**config.mk**
```make
export PLATFORM = sky130hd
export DESIGN_NAME = adder_seq_chunked_flat
export DESIGN_NICKNAME = d
export VERILOG_FILES = /design/src/rtl/adder_seq_chunked_pkg.sv /design/src/rtl/adder_seq_chunked_if.sv /design/src/rtl/adder_seq_chunked_slice.sv /design/src/rtl/adder_seq_chunked.sv /design/src/flat_wrapper.sv
export SDC_FILE = /design/constraint.sdc
export NUM_CORES = 1
export LEC_CHECK = 0
export ABC_CLOCK_PERIOD_IN_PS = 4300
export CAP_MARGIN = 5
export CORE_MARGIN = 2
export CORE_UTILIZATION = 30
export CTS_CLUSTER_DIAMETER = 80
export DETAILED_ROUTE_END_ITERATION = 16
export PLACE_DENSITY = 0.53
export SETUP_SLACK_MARGIN = 0.05
export SLEW_MARGIN = 20
export SYNTH_ARGS = -nofsm -noshare
export SYNTH_HDL_FRONTEND = slang
export SYNTH_SLANG_ARGS = --single-unit
```
**constraint.sdc**
```tcl
create_clock -name CLK -period 4.3 [get_ports CLK]
set_input_delay 0.86 -clock CLK [delete_from_list [all_inputs] [get_ports CLK]]
set_output_delay 0.86 -clock CLK [all_outputs]
set_load 0.01 [all_outputs]
```
**src/rtl/adder_seq_chunked_pkg.sv**
```systemverilog
// Shared types and helpers for the sliced sequential adder.
package adder_pkg;

  typedef enum logic [1:0] {
    IDLE,
    RUN,
    FIN
  } adder_state_t;

  // Number of W-bit slices needed to cover n bits (ceil(n/w)).
  function automatic int nchunks(int n, int w);
    return (n + w - 1) / w;
  endfunction

endpackage

```
**src/rtl/adder_seq_chunked_if.sv**
```systemverilog
// Start/done handshake and operand/result bus of the sliced adder.
// ADDER_SUB_EN adds the SUB request bit and the OVF result bit.
interface adder_seq_chunked_if #(
  parameter int N = 8
);

  logic         START;
  logic [N-1:0] P;
  logic [N-1:0] Q;
  logic         CIN;
  logic [N-1:0] SUM;
  logic         COUT;
  logic         BUSY;
  logic         DONE;
`ifdef ADDER_SUB_EN
  logic         SUB;
  logic         OVF;

  modport master (output START, P, Q, CIN, SUB, input SUM, COUT, BUSY, DONE, OVF);
  modport slave  (input START, P, Q, CIN, SUB, output SUM, COUT, BUSY, DONE, OVF);
`else
  modport master (output START, P, Q, CIN, input SUM, COUT, BUSY, DONE);
  modport slave  (input START, P, Q, CIN, output SUM, COUT, BUSY, DONE);
`endif

endinterface

```
**src/rtl/adder_seq_chunked_slice.sv**
```systemverilog
// Plain combinational N-bit adder with carry in/out; used as the per-cycle slice adder.
module adder_N #(
  parameter int N = 4
) (
  input  logic [N-1:0] a,
  input  logic [N-1:0] b,
  input  logic         cin,
  output logic [N-1:0] sum,
  output logic         cout
);

  assign {cout, sum} = {1'b0, a} + {1'b0, b} + {{N{1'b0}}, cin};

endmodule

```
**src/rtl/adder_seq_chunked.sv**
```systemverilog
// Multi-cycle N-bit adder: P+Q+CIN computed W bits per clock, LSB slice first,
// with the carry held in a register between slices.
// Optional macro ADDER_SUB_EN: adds SUB (P-Q) and the signed overflow flag OVF.
module adder_seq_chunked
  import adder_pkg::*;
#(
  parameter int N = 8,
  parameter int W = 3
) (
  input  logic CLK,
  input  logic N_RESET,
  adder_seq_chunked_if.slave bus
);

  localparam int NCH = nchunks(N, W);
  localparam int NP  = NCH * W;       // operand width including last-slice padding
  localparam int CW  = $clog2(NCH) + 1;
  localparam int R   = (N - 1) % W;   // position of operand bit N-1 inside the last slice

  adder_state_t  state;
  logic [N-1:0]  p_q;
  logic [N-1:0]  q_q;
  logic [N-1:0]  sum_q;
  logic          carry_q;
  logic          cout_q;
  logic          busy_q;
  logic          done_q;
  logic [CW-1:0] idx;

  logic [NP-1:0] p_pad;
  logic [NP-1:0] q_pad;
  logic [W-1:0]  slice_a;
  logic [W-1:0]  slice_b;
  logic [W-1:0]  slice_sum;
  logic          slice_co;
  logic          msb_co;
  logic          last;
  logic [N-1:0]  sum_upd;

  // Pad bits above N-1 are zero, so the last slice never adds stray operand bits.
  assign p_pad   = NP'(p_q);
  assign q_pad   = NP'(q_q);
  assign slice_a = W'(p_pad >> (int'(idx) * W));
  assign slice_b = W'(q_pad >> (int'(idx) * W));
  assign last    = (idx == CW'(NCH - 1));

  adder_N #(.N(W)) u_slice (
    .a    (slice_a),
    .b    (slice_b),
    .cin  (carry_q),
    .sum  (slice_sum),
    .cout (slice_co)
  );

  // Carry out of bit N-1: with zero pad operands it lands in the next slice bit,
  // unless bit N-1 is already the slice MSB.
  generate
    if (R == W - 1) begin : g_tap_co
      assign msb_co = slice_co;
    end else begin : g_tap_pad
      assign msb_co = slice_sum[R + 1];
    end
  endgenerate

`ifdef ADDER_SUB_EN
  logic msb_ci;
  logic ovf_q;

  // Carry into bit N-1 recovered from its sum bit and operand bits.
  assign msb_ci = slice_sum[R] ^ slice_a[R] ^ slice_b[R];
`endif

  // Merge the current slice result into its bit positions of the running sum.
  generate
    for (genvar b = 0; b < N; b++) begin : g_upd
      assign sum_upd[b] = (idx == CW'(b / W)) ? slice_sum[b % W] : sum_q[b];
    end
  endgenerate

  // Sequencer: accept operands, add one slice per edge, pulse DONE in FIN.
  always_ff @(posedge CLK or negedge N_RESET) begin
    if (!N_RESET) begin
      state   <= IDLE;
      p_q     <= '0;
      q_q     <= '0;
      sum_q   <= '0;
      carry_q <= 1'b0;
      cout_q  <= 1'b0;
      busy_q  <= 1'b0;
      done_q  <= 1'b0;
      idx     <= '0;
`ifdef ADDER_SUB_EN
      ovf_q   <= 1'b0;
`endif
    end else begin
      // NOTE: non-blocking assignments throughout, so every branch sees the
      // pre-edge state and later defaults cannot race earlier reads.
      done_q <= 1'b0;
      unique case (state)
        IDLE, FIN: begin
          if (bus.START) begin
            p_q     <= bus.P;
`ifdef ADDER_SUB_EN
            q_q     <= bus.SUB ? ~bus.Q : bus.Q;
            carry_q <= bus.SUB ? 1'b1 : bus.CIN;
            ovf_q   <= 1'b0;
`else
            q_q     <= bus.Q;
            carry_q <= bus.CIN;
`endif
            sum_q   <= '0;
            cout_q  <= 1'b0;
            idx     <= '0;
            busy_q  <= 1'b1;
            state   <= RUN;
          end else begin
            busy_q <= 1'b0;
            state  <= IDLE;
          end
        end
        RUN: begin
          sum_q   <= sum_upd;
          carry_q <= slice_co;
          if (last) begin
            cout_q <= msb_co;
`ifdef ADDER_SUB_EN
            ovf_q  <= msb_ci ^ msb_co;
`endif
            busy_q <= 1'b0;
            done_q <= 1'b1;
            state  <= FIN;
          end else begin
            idx <= idx + CW'(1);
          end
        end
        default: begin
          busy_q <= 1'b0;
          state  <= IDLE;
        end
      endcase
    end
  end

  assign bus.SUM  = sum_q;
  assign bus.COUT = cout_q;
  assign bus.BUSY = busy_q;
  assign bus.DONE = done_q;
`ifdef ADDER_SUB_EN
  assign bus.OVF  = ovf_q;
`endif

endmodule
```
**src/flat_wrapper.sv**
```systemverilog
// flat-port wrapper written by rule: the top's interface ports become plain ports
module adder_seq_chunked_flat import adder_pkg::*;
#(
  parameter int N = 8,
  parameter int W = 3
)
  (CLK, N_RESET, bus_START, bus_P, bus_Q, bus_CIN, bus_SUM, bus_COUT, bus_BUSY, bus_DONE);
  adder_seq_chunked_if #(.N(N)) bus_i ();
  input  logic CLK;
  input  logic N_RESET;
  input wire logic [$bits(bus_i.START)-1:0] bus_START;
  input wire logic [$bits(bus_i.P)-1:0] bus_P;
  input wire logic [$bits(bus_i.Q)-1:0] bus_Q;
  input wire logic [$bits(bus_i.CIN)-1:0] bus_CIN;
  output wire logic [$bits(bus_i.SUM)-1:0] bus_SUM;
  output wire logic [$bits(bus_i.COUT)-1:0] bus_COUT;
  output wire logic [$bits(bus_i.BUSY)-1:0] bus_BUSY;
  output wire logic [$bits(bus_i.DONE)-1:0] bus_DONE;
  assign bus_i.START = bus_START;
  assign bus_i.P = bus_P;
  assign bus_i.Q = bus_Q;
  assign bus_i.CIN = bus_CIN;
  assign bus_SUM = bus_i.SUM;
  assign bus_COUT = bus_i.COUT;
  assign bus_BUSY = bus_i.BUSY;
  assign bus_DONE = bus_i.DONE;
  adder_seq_chunked #(.N(N), .W(W)) u_core (.CLK(CLK), .N_RESET(N_RESET), .bus(bus_i));
endmodule
```
# ---- Word level (Yosys, flattened, before mapping)
# Index checks and enable logic that the tools add are counted.
# W data, S select, Z words.
dict set report word_totals {
  out_inout_bits 11
  word_cells 62
  reg_bits 33
  in_bits 20
}
dict set report classes {
  eq_ne 9
  reduce_logical 10
  shift 2
  multipliers 1
  mux 26
  add_sub_neg 3
}
# operator n
set op_table {}
lappend op_table {{$shr A8 B32 Y3} 1}
lappend op_table {{$mux W1} 16}
lappend op_table {{$pmux W8 S2} 1}
lappend op_table {{$reduce_and A3 Y1} 4}
lappend op_table {{$mux W8} 1}
lappend op_table {{$shr A8 B5 Y3} 1}
lappend op_table {{$mux W3} 2}
lappend op_table {{$ne A2 B1 Y1 const B} 3}
lappend op_table {{$pmux W1 S2} 3}
lappend op_table {{$pmux W3 S2} 1}
lappend op_table {{$mul A3 B2 Y5 const B} 1}
lappend op_table {{$add A3 B3 Y4} 1}
lappend op_table {{$add A4 B1 Y4} 1}
lappend op_table {{$ne A2 B2 Y1 const B} 2}
lappend op_table {{$pmux W2 S2} 1}
lappend op_table {{$reduce_and A2 Y1} 2}
lappend op_table {{$add A3 B1 Y3 const B} 1}
lappend op_table {{$eq A3 B1 Y1 const B} 1}
lappend op_table {{$eq A3 B2 Y1 const B} 1}
lappend op_table {{$logic_not A3 Y1} 1}
lappend op_table {{$eq A2 B1 Y1 const B} 1}
lappend op_table {{$eq A2 B2 Y1 const B} 1}
lappend op_table {{$logic_not A2 Y1} 1}
lappend op_table {{$mux W2} 1}
lappend op_table {{2 further kinds} 2}

# ---- Logic depth before layout (Yosys ltp)
dict set report depth {
  depth_word 6
  mapped_depth 9
}

# ---- By module
# A second synthesis with hierarchy kept.
dict set report hier_totals {
  hier_cells 180
  hier_area_um2 1682.9
}
# module area_per_inst_um2 seq_area_each_um2 n_inst cells_each
set by_module_without_submodules {}
lappend by_module_without_submodules {adder_seq_chunked 1569.0 825.8 1 165}
lappend by_module_without_submodules {adder_N 113.9 0.0 1 15}

# ---- Worst setup path before layout
# No wires, ideal clock.
dict set report synth_path {
  path_kind {register to register}
  startpoint {reg u_core.idx[1]}
  endpoint {reg u_core.sum_q[5], in the netlist u_core.bus.SUM[5]}
  synth_period_minus_slack_ps 2229
  path_slack_ps 2071
  n_path_buf 1
  path_stages_with_launch 10
  t_arrival_ps 2101
  t_required_ps 4173
  cell_sequence {dfrtp_1 buf_2 mux2_2 nand2_1 a21oi_1 fa_1 fa_1 xor2_1 nand3_1 o21ai_0}
}
dict set report synth_between {
  elab_chain_len 6
  elab_cells_between_ends 10
  classes_between {2 x add/sub; 1 x mul; 2 x eq/ne; 2 x shift; 2 x mux; 1 x reduce/logical}
}
# item line_no
set synth_rtl {}
lappend synth_rtl {{start, declared} adder_seq_chunked.sv:28} ;# logic [CW-1:0] idx;
lappend synth_rtl {{start signal, assigned} adder_seq_chunked.sv:133} ;# idx <= idx + CW'(1);
lappend synth_rtl {{$mul A3 B2 Y5} {adder_seq_chunked.sv:43, adder_seq_chunked.sv:44}}
lappend synth_rtl {{$shr A8 B5 Y3 or $shr A8 B32 Y3 (tied branches)} {adder_seq_chunked.sv:43, adder_seq_chunked.sv:44}}
lappend synth_rtl {{$add A3 B3 Y4} adder_seq_chunked_slice.sv:12} ;# assign {cout, sum} = {1'b0, a} + {1'b0, b} + {{N{1'b0}}, cin};
lappend synth_rtl {{$add A4 B1 Y4} adder_seq_chunked_slice.sv:12}
lappend synth_rtl {{$mux W1} adder_seq_chunked.sv:76} ;# assign sum_upd[b] = (idx == CW'(b / W)) ? slice_sum[b % W] : sum_q[b];
lappend synth_rtl {{$pmux W8 S2} adder_seq_chunked.sv:99} ;# unique case (state)
lappend synth_rtl {{end signal, assigned} adder_seq_chunked.sv:122} ;# sum_q <= sum_upd;
lappend synth_rtl {{end, declared} adder_seq_chunked.sv:23} ;# logic [N-1:0] sum_q;
# Parallel ways exist; a longest one is shown, timed or not. The select of a mux whose other input is x is not followed.
# A chain may end at the register's enable or synchronous reset.

# ---- Worst setup path in the final report
# Same ends and word-level chain as after synthesis.

==> key figures <==
CTS
  – Worst skew pair latency: 0.28 ns
  – Clock buffer depth: 2
  – CTS Root Cell: clkbuf_8
  – Hold-fix buffers, CTS: 0
  – Reg clk slew, reported paths: 0.06 ns
  – CTS H-Tree Depth: 2
  – Cts bufs inserted: 5
  – CTS Sinks: 33
  – Number of post-CTS setup repair buffers: 0
  – CTS-repair resized insts: 0
  – CTS tree: built

Placement
  – RePlAce Congestion: ~0.77
  – Port buffer count: 30
  – Post-DP HPWL: approximately 2300 um

Yosys
  – Post-synth top flop: dfrtp_1
  – Post-synthesis cell area: around 1600 um^2
  – Post-Syn Area per Cell: between 9 and 10 um^2
  – Largest cells by area after synthesis: dfrtp_1 (51%), nand2_1 (16%), ha_1 (4.7%), nand3_1 (3.4%), fa_1 (2.5%)
  – Syn Nets: 203
  – Seq cells post-synth: 33
  – Mapped Cells: around 180
  – Top cells by count, synth: nand2_1 (68), dfrtp_1 (33), nand3_1 (11)
  – Yosys Warn Count: 0
  – Post-synth cell types: 26
  – Seq/Total Area, Yosys: 51.4%
  – EDFF count, synth: 0
  – Synth top area share: around half
  – Most area-hungry cell type in the Yosys netlist: dfrtp_1
  – Asr flop ratio synth: 100%
  – Most frequent cell after synthesis: nand2_1

Die
  – Core box area: around 5000 um^2
  – Row count: 26
  – DIE WIDTH: around 77 um
  – Area of the die: between 5000 and 6000 um^2
  – Chip Height: approximately 77 um
  – I/O pins: 31
  – Initial core utilization: between 30% and 40%

STA
  – Fin crit period: roughly 2.5 ns
  – Max Transition Viols Final: 0
  – Worst Tran Pin Value: around 0.95 ns
  – Fin Clk Skew: around 0.0046 ns
  – Max Freq: between 0.4 and 0.5 GHz
  – Setup violators final: 0
  – Fin crit share: 57.3%
  – RSZ-0062 raised after global routing: false
  – Fin. Hold Viols: 0
  – Setup TNS: 0 ns
  – Rel. slew slack: about 37%

Outcome
  – Status: finished, final reports clean

Drt
  – DR vias: ~1,200
  – Number of DRC markers in iteration 0: 77
  – First-pass DRT Iterations: 4
  – Vias per inst: about 4.5
  – DRT Wirelength: around 3300 um
  – WL per Instance: around 12 um
  – Routed Antenna Nets: 0
  – Number of remaining DRC errors: 0

Critical path
  – CP Launch Type: flip-flop
  – CP most frequent cell: fa_1
  – Critical path required time: about 4.5 ns
  – Slowest CP cell: dfrtp_1
  – Worst EP arrival: around 2.7 ns
  – CP endpoint kind: flip-flop
  – CP Cell Sequence: mux2_2, nand2_1, a21oi_1, fa_1, fa_1, xor2_1, nand3_1, o21ai_0
  – Crit Path Category: flip-flop to flip-flop
  – Crit-path max FO: 11
  – CP peak stage delay: approximately 0.57 ns

GRT
  – Initial antenna violation count: 0
  – Largest net degree at the start of global routing: 34
  – Congestion Overflow GR: 0
  – GRT Overall Usage: around an eighth
  – Vias in the first global route: around 1,200
  – First-pass GRT wire length: 5950 um

Run
  – # Max-Cap Violations: 0

Cells and area
  – Area delta synth->final: 26.7%
  – Net count, final: ~230
  – ANT cells: 0
  – Share of cells above drive strength 1: 6.37%

Power and ir drop
  – Maximum VDD drop: between 0.15 and 0.2 mV
  – PwrDens: 682 nW/um^2
  – Overall power: 1.39 mW
  – Leakage Power: 0.977 nW

Min path
  – Hold WC Path Type: flip-flop to flip-flop
-- power breakdown --
group	leakage (nW)	switching (mW)	total, mW	internal, mW
clock network	0.0399	0.103	0.210	0.106
registers	0.421	0.102	0.540	0.438
logic	0.516	0.347	0.638	0.291
total	0.977	0.553	1.39	0.835
-- cells by family (layout without fill, tap and decap cells) --
family / Yosys count / after routing / synth area share [%]
flip-flops: 33 / 33 / 51.4
buffers and inverters: 13 / 42 / 3.90
multiplexers: 6 / 6 / 3.97
adder cells (fa/ha/maj): 8 / 8 / 7.17
AND/OR/NAND/NOR: 95 / 95 / 25.9
AO/OA/AOI/OAI: 19 / 19 / 7.09
XOR/XNOR: 1 / 1 / 0.546
-- critical path: cells and delay by family (launching register included) --
family / cells / cell delay [ns]
flops: 1 / 0.57
simple gates: 2 / 0.16
compound gates: 2 / 0.18
xor+xnor: 1 / 0.23
fa+ha+maj: 2 / 0.85
mux: 1 / 0.38
-- cells in the final DEF, fill, tap and decap left out --
cell type        instances
buf_4                    2
dfrtp_1                 33
nor2b_1                  4
a21o_1                   1
nand3_1                 11
o21ai_1                  2
clkinv_2                 1
nand2b_1                 3
nand4bb_1                1
mux2i_1                  3
nor2_1                   4
clkbuf_8                 5
ha_1                     6
and4bb_2                 2
inv_1                    4
o21ai_0                  6
o31ai_1                  1
nor3_1                   2
a32o_1                   1
clkdlybuf4s50_1         30
a221o_1                  1
o22a_1                   1
mux2_2                   3
fa_1                     2
nand2_1                 68
xor2_1                   1
a21oi_1                  6
-- sequential cells by signal, summed over array words and instances (netlist names) --
signal and count:
u_core.bus.SUM 8, u_core.p_q 8, u_core.q_q 8, u_core.idx 3, u_core.state 2, u_core.bus.BUSY 1, u_core.bus.COUT 1, u_core.bus.DONE 1
u_core.carry_q 1
-- per-layer routing --
metal	GRT usage [%]	wire length (um)	share of wire [%]	up-vias
met5	0	0	0	-
met4	5.36	61	1.9	0
met3	3.65	163	5.0	6
met2	19.0	1460	45	32
met1	16.8	1590	48	554
li1	-	-	-	630
-- cell type report --
type	instances	area, um^2
inverter	4	15.0
timing repair buffer	32	315
sequential	33	826
tap	70	87.6
clock inverter	1	5.00
clock buffer	5	68.8
fill	548	3110
multi-input combinational	129	717
-- path summary, 6_finish.rpt --
| kind | start | to | slack, ns | cells after the start |
|---|---|---|---|---|
| max | u_core.idx[1] | u_core.bus.SUM[5] | 1.83 | 8 |
| min | u_core.q_q[0] | u_core.q_q[0] | 0.47 | 2 |
| max reg2reg | u_core.idx[1] | u_core.bus.SUM[5] | 1.83 | 8 |
| min reg2reg | u_core.q_q[0] | u_core.q_q[0] | 0.47 | 2 |
| max in group asynchronous | N_RESET | u_core.carry_q | 3.02 | 2 |
| min in group asynchronous | N_RESET | u_core.q_q[7] | 0.98 | 2 |
-- per-stage QoR --
stage	setup WS, ns	hold slack [ns]	instances	cell area (um^2)	util [%]
floorplan	2.07	0.440	175	1610	-
global placement	1.90	0.464	268	1960	38.1
detailed placement	1.83	0.466	268	1960	38.1
CTS	1.82	0.483	274	2030	39.6
global route	1.60	0.505	274	2030	39.6
finish	1.83	0.474	274	2030	39.6
No activity file was read; power rests on OpenSTA's default activity.
